[config.mk]
export PLATFORM = sky130hd
export DESIGN_NAME = regfile_rtype_sequencer
export DESIGN_NICKNAME = d
export VERILOG_FILES = /design/src/rtl/regfile_rtype_sequencer_pkg.sv /design/src/rtl/regfile_rtype_sequencer_alu.sv /design/src/rtl/regfile_rtype_sequencer.sv
export SDC_FILE = /design/constraint.sdc
export NUM_CORES = 1
export LEC_CHECK = 0
export ABC_AREA = 1
export BUFFER_PORTS_ARGS = -buffer_cell sky130_fd_sc_hd__buf_4
export CELL_PAD_IN_SITES_DETAIL_PLACEMENT = 1
export CELL_PAD_IN_SITES_GLOBAL_PLACEMENT = 2
export CORE_UTILIZATION = 32
export DETAILED_ROUTE_END_ITERATION = 8
export PLACE_DENSITY = 0.9
export SLEW_MARGIN = 20
export SYNTH_ARGS = -nofsm -noshare
export SYNTH_HDL_FRONTEND = slang
export SYNTH_SLANG_ARGS = --single-unit
[constraint.sdc]
create_clock -name clk -period 2.36 [get_ports clk]
set_clock_uncertainty 0.1 [all_clocks]
set_input_delay 0.472 -clock clk [delete_from_list [all_inputs] [get_ports clk]]
set_output_delay 0.472 -clock clk [all_outputs]
set_load 0.03 [all_outputs]
[src/rtl/regfile_rtype_sequencer_pkg.sv]
// Shared definitions for the R-type sequencer and its ALU: funct codes,
// opcode, FSM state encoding and instruction field positions.
package regfile_rtype_sequencer_pkg;

    localparam logic [5:0] OPCODE_RTYPE = 6'b000000;

    localparam logic [5:0] FUNCT_ADD  = 6'b100000;
    localparam logic [5:0] FUNCT_SUB  = 6'b100010;
    localparam logic [5:0] FUNCT_AND  = 6'b100100;
    localparam logic [5:0] FUNCT_OR   = 6'b100101;
    localparam logic [5:0] FUNCT_XOR  = 6'b100110;
    localparam logic [5:0] FUNCT_NOR  = 6'b100111;
    localparam logic [5:0] FUNCT_SLT  = 6'b101010;
    localparam logic [5:0] FUNCT_SLTU = 6'b101011;
    localparam logic [5:0] FUNCT_SLL  = 6'b000000;
    localparam logic [5:0] FUNCT_SRL  = 6'b000010;

    typedef enum logic [2:0] {
        S_IDLE = 3'd0,
        S_READ = 3'd1,
        S_EXEC = 3'd2,
        S_WB   = 3'd3,
        S_ERR  = 3'd4
    } state_e;

    localparam int OP_HI    = 31;
    localparam int OP_LO    = 26;
    localparam int RS_HI    = 25;
    localparam int RS_LO    = 21;
    localparam int RT_HI    = 20;
    localparam int RT_LO    = 16;
    localparam int RD_HI    = 15;
    localparam int RD_LO    = 11;
    localparam int SHAMT_HI = 10;
    localparam int SHAMT_LO = 6;
    localparam int FUNCT_HI = 5;
    localparam int FUNCT_LO = 0;

endpackage

[src/rtl/regfile_rtype_sequencer_alu.sv]
// Combinational R-type ALU. Also reused by the single-cycle datapath, so it
// carries no state and flags unsupported funct codes instead of trapping.
module rtype_alu
    import regfile_rtype_sequencer_pkg::*;
#(
    parameter int DATA_W = 32
) (
    input  logic [DATA_W-1:0] a,
    input  logic [DATA_W-1:0] b,
    input  logic [4:0]        shamt,
    input  logic [5:0]        funct,
    output logic [DATA_W-1:0] y,
    output logic              unsupported
);

    // Function select; unknown funct yields zero and raises unsupported.
    always_comb begin
        y           = '0;
        unsupported = 1'b0;
        case (funct)
            FUNCT_ADD:  y = a + b;
            FUNCT_SUB:  y = a - b;
            FUNCT_AND:  y = a & b;
            FUNCT_OR:   y = a | b;
            FUNCT_XOR:  y = a ^ b;
            FUNCT_NOR:  y = ~(a | b);
            FUNCT_SLT:  y = {{(DATA_W-1){1'b0}}, ($signed(a) < $signed(b))};
            FUNCT_SLTU: y = {{(DATA_W-1){1'b0}}, (a < b)};
            FUNCT_SLL:  y = b << shamt;
            FUNCT_SRL:  y = b >> shamt;
            default:    unsupported = 1'b1;
        endcase
    end

endmodule

[src/rtl/regfile_rtype_sequencer.sv]
// Multi-cycle R-type initiator for a 32x32 register bank: reads rs/rt,
// executes, writes rd. Sole driver of the bank address and write ports.
//
//  state | meaning
//  IDLE  | ready for an instruction; bank ports quiet
//  READ  | RA1/RA2 = rs/rt, latch DR1/DR2, decode check
//  EXEC  | ALU result registered
//  WB    | write rd (unless rd==0), update result, pulse done
//  ERR   | unsupported op/funct: pulse done+err, no write
module regfile_rtype_sequencer
    import regfile_rtype_sequencer_pkg::*;
#(
    parameter int DATA_W = 32,
    parameter int ADDR_W = 5
) (
    input  logic              clk,
    input  logic              rst_n,
    input  logic              instr_valid,
    output logic              instr_ready,
    input  logic [31:0]       instr,
    output logic [ADDR_W-1:0] RA1,
    output logic [ADDR_W-1:0] RA2,
    input  logic [DATA_W-1:0] DR1,
    input  logic [DATA_W-1:0] DR2,
    output logic [ADDR_W-1:0] WA,
    output logic [DATA_W-1:0] WD,
    output logic              WE,
    output logic [DATA_W-1:0] result,
    output logic              done,
    output logic              err
);

    localparam logic [2:0] IDLE = 3'(S_IDLE);
    localparam logic [2:0] READ = 3'(S_READ);
    localparam logic [2:0] EXEC = 3'(S_EXEC);
    localparam logic [2:0] WB   = 3'(S_WB);
    localparam logic [2:0] ERR  = 3'(S_ERR);

    logic [2:0]        state_q,  state_d;
    logic [31:0]       instr_q,  instr_d;
    logic [DATA_W-1:0] op_a_q,   op_a_d;
    logic [DATA_W-1:0] op_b_q,   op_b_d;
    logic [DATA_W-1:0] alu_q,    alu_d;
    logic [DATA_W-1:0] result_q, result_d;

    logic [DATA_W-1:0] alu_y;
    logic              alu_unsup;
    logic [ADDR_W-1:0] rd_addr;

    assign rd_addr = ADDR_W'(instr_q[RD_HI:RD_LO]);

    rtype_alu #(.DATA_W(DATA_W)) u_alu (
        .a           (op_a_q),
        .b           (op_b_q),
        .shamt       (instr_q[SHAMT_HI:SHAMT_LO]),
        .funct       (instr_q[FUNCT_HI:FUNCT_LO]),
        .y           (alu_y),
        .unsupported (alu_unsup)
    );

    // Next-state and datapath register updates.
    always_comb begin
        state_d  = state_q;
        instr_d  = instr_q;
        op_a_d   = op_a_q;
        op_b_d   = op_b_q;
        alu_d    = alu_q;
        result_d = result_q;
        case (state_q)
            IDLE: begin
                if (instr_valid) begin
                    instr_d = instr;
                    state_d = READ;
                end
            end
            READ: begin
                op_a_d  = DR1;
                op_b_d  = DR2;
                state_d = ((instr_q[OP_HI:OP_LO] != OPCODE_RTYPE) || alu_unsup) ? ERR : EXEC;
            end
            EXEC: begin
                alu_d   = alu_y;
                state_d = WB;
            end
            WB: begin
                result_d = alu_q;
                state_d  = IDLE;
            end
            ERR:     state_d = IDLE;
            default: state_d = IDLE;
        endcase
    end

    // State and datapath registers; reset also aborts any pending write.
    always_ff @(posedge clk or negedge rst_n) begin
        if (!rst_n) begin
            state_q  <= IDLE;
            instr_q  <= '0;
            op_a_q   <= '0;
            op_b_q   <= '0;
            alu_q    <= '0;
            result_q <= '0;
        end else begin
            state_q  <= state_d;
            instr_q  <= instr_d;
            op_a_q   <= op_a_d;
            op_b_q   <= op_b_d;
            alu_q    <= alu_d;
            result_q <= result_d;
        end
    end

    // Bank and handshake outputs decoded from state; quiet (zero) outside their state.
    always_comb begin
        instr_ready = (state_q == IDLE);
        RA1         = '0;
        RA2         = '0;
        WA          = '0;
        WD          = '0;
        WE          = 1'b0;
        done        = 1'b0;
        err         = 1'b0;
        case (state_q)
            READ: begin
                RA1 = ADDR_W'(instr_q[RS_HI:RS_LO]);
                RA2 = ADDR_W'(instr_q[RT_HI:RT_LO]);
            end
            WB: begin
                WA   = rd_addr;
                WD   = alu_q;
                WE   = (rd_addr != '0);
                done = 1'b1;
            end
            ERR: begin
                done = 1'b1;
                err  = 1'b1;
            end
            default: ;
        endcase
    end

    assign result = result_q;

endmodule
==> flow_summary.json <==
{
  "synth_seq_cells": 163,
  "power.density_nw_per_um2": 1220,
  "grtUsageTotal_pct": 36.42,
  "synth_ff_type": "dfrtp_1",
  "failed_checks": "negative setup slack",
  "fin_ws_ns": -0.1123,
  "layout.cells.most_common": "buf_4",
  "crit_required_ns": 2.63,
  "peakVddDrop_v": 0.0006904,
  "num_antenna_cells": 0,
  "insertion_delay_ns": 0.49,
  "antenna_found_initial": 1,
  "hold_ws_ns": 0.1113,
  "wl_per_cell_um": 24.42,
  "firstDrtPassIters": 7,
  "drc": 0,
  "multi_input_area_um2": 11850,
  "io_buffers": 181,
  "gp_congestion": 1.011,
  "syn_inst": 2748,
  "cp_max_fo": 5,
  "cp_slowest_stage_delay_ns": 0.39,
  "vias": 21990,
  "grt_remaining_overflow": 0,
  "syn_nets": 2945,
  "fmax_mhz": 404.5,
  "worstMarginPinSlew_ns": 0.6689,
  "die_h_um": 228.0,
  "hold_class": "primary input to flop",
  "die_x_um": 228.0,
  "rows": 82,
  "grt_pass1_vias": 22530,
  "cts_root_buf": "clkbuf_16",
  "fin_crit_ns": 2.472,
  "ant_nets": 0,
  "async_flop_share_pct": 100.0,
  "yosysSeqAreaShare_pct": 24.95,
  "cp-start-kind": "flop",
  "drt-vias-per-instance": 5.426,
  "cts_buffers": 17,
  "totalWireLength_um": 98960,
  "cts_tree": "yes",
  "max-clock-path-buffers": 2,
  "syn_area_um2": 16350,
  "cts.reportedPaths.clkPinSlew_ns": 0.07,
  "finish.utilization_pct": 49.35,
  "core_region_area_um2": 50270,
  "yosysWarnings": 0,
  "die_area_um2": 52000,
  "setup_viol": 49,
  "pre_cts_ws_ns": -0.5442,
  "htree_levels": 4,
  "num-fill-cells": 6617,
  "cp_num_buf_inv": 4,
  "nets": 3564,
  "crit_chain": "buf_6 -> ha_4 -> buf_6 -> inv_2 -> fa_2 -> inv_4 -> nand3_4 -> nand3_4 -> nand2_2 -> nand2_4 -> a21oi_2 -> o21ai_1 -> nand4_1 -> o21ai_1 -> nand2_1",
  "clock-sinks": 163,
  "hold_viol": 0,
  "critical_path.endpoint_type": "flop",
  "slew_violations": 0,
  "power_leakage_nw": 12.91,
  "grt_max_degree": 103,
  "rsz0062_at_grt": "true",
  "critPathLaunch": "op_a_q[0]$_DFFE_PN0N_",
  "finalCritPeriodShare_pct": 104.8,
  "timing_worst_setup_path_type": "flop to flop",
  "relSlewSlack_pct": 55.41,
  "synth_edf_count": 0,
  "critPathTopFamily": "simple AND/OR/NAND/NOR gates",
  "min-delay-start": "instr[31]",
  "seq_area_um2": 4090,
  "avgSynthCellArea_um2": 5.949,
  "syn2layout_area_growth_pct": 51.74,
  "io_pins": 182,
  "final_cell_mix": "676 x buf_4, 671 x nand2_1, 356 x nand3_1",
  "ys_types": 44,
  "max_cap_viol_count": 0,
  "grt_pass1_wl_um": 140400,
  "drive_gt1_share_pct": 35.83,
  "arrival_ns": 2.75,
  "slowest_stage": "dfrtp_1",
  "initial_core_util_pct": 32.52,
  "drt_iter0_drc": 1632,
  "status": "finished, violations left",
  "dp_hpwl_um": 77480,
  "reg2reg_from": "op_a_q[0]$_DFFE_PN0N_"
}
what timing repair did:
item	CTS	global route
setup endpoints to repair	80	81
cloned	1	6
pin swaps	24	86
resized for setup	179	345
buffers inserted	16	25
hold buffers	1	0
hold endpoints to repair	47	0
path summary, 6_finish.rpt:
path / end / slack, ns / cells after the start
min reg2reg: alu_q[23]$_DFFE_PN0N_ / 0.39 / 2
min in group asynchronous: op_b_q[3]$_DFFE_PN0N_ / 0.45 / 2
min: instr_q[31]$_DFFE_PN0P_ / 0.11 / 2
max reg2reg: alu_q[8]$_DFFE_PN0N_ / -0.11 / 15
max: alu_q[8]$_DFFE_PN0N_ / -0.11 / 15
max in group asynchronous: state_q[0]$_DFFE_PN0P_ / 0.93 / 3
report_power, final:
group / switching, mW / leakage, nW / total (mW) / internal, mW
clock: 1.46 / 0.279 / 2.96 / 1.50
combinational: 14.3 / 10.7 / 23.6 / 9.34
sequential: 0.389 / 1.98 / 3.70 / 3.31
total: 16.1 / 12.9 / 30.3 / 14.1
logic make-up after synthesis:
group,after synthesis,synth area share [%]
AOI/OAI and AO/OA,359,11.91
adders and majority gates,98,7.592
buffers and inverters,509,12.98
DFF,163,24.95
muxes,4,0.2755
and+or+nand+nor,1615,42.29
cell usage after synthesis (22+ instances only):
master,number,area [um2]
nand3_1,422,2112
inv_1,362,1359
nand2_1,785,2947
o211ai_1,22,165.2
o21ai_0,107,535.5
ha_1,96,1201
nand4_1,31,193.9
a21oi_1,179,895.9
dfrtp_1,163,4079
nor2_1,302,1134
nor3_1,23,115.1
clkbuf_1,50,187.7
buf_2,51,255.2
stage by stage:
stage / TNS (ns) / instance area, um2 / power (mW) / instances
global placement: -7.802 / 21930 / 22.56 / 3972
detailed placement: -8.812 / 21930 / 23.08 / 3972
floorplan: 0 / 16350 / 13.08 / 2748
CTS: -1.294 / 23340 / 27.47 / 4021
global route: -5.946 / 24810 / 31.79 / 4052
finish: -1.491 / 24810 / 30.26 / 4052
sequential cells by signal (all words and copies together) (netlist names):
register / count
alu_q: 32
op_a_q: 32
result: 32
state_q: 3
instr_q: 32
op_b_q: 32
final cells by class:
| cell class | count | area share, % |
|---|---|---|
| multi-input cells | 2077 | 47.78 |
| repair buffers | 734 | 24.25 |
| flip-flops and latches | 163 | 16.49 |
| inverters | 374 | 5.790 |
| well taps | 672 | 3.389 |
| clock buffers | 20 | 1.801 |
| clock inverters | 12 | 0.4943 |
routing by layer:
| metal | global-route usage [%] | part of all wire (%) |
|---|---|---|
| met2 | 60.09 | 47 |
| met3 | 5.575 | 5.7 |
| met4 | 17.72 | 5.2 |
| met5 | 0 | 0 |
| met1 | 46.33 | 43 |
No activity file was read; power rests on OpenSTA's default activity.
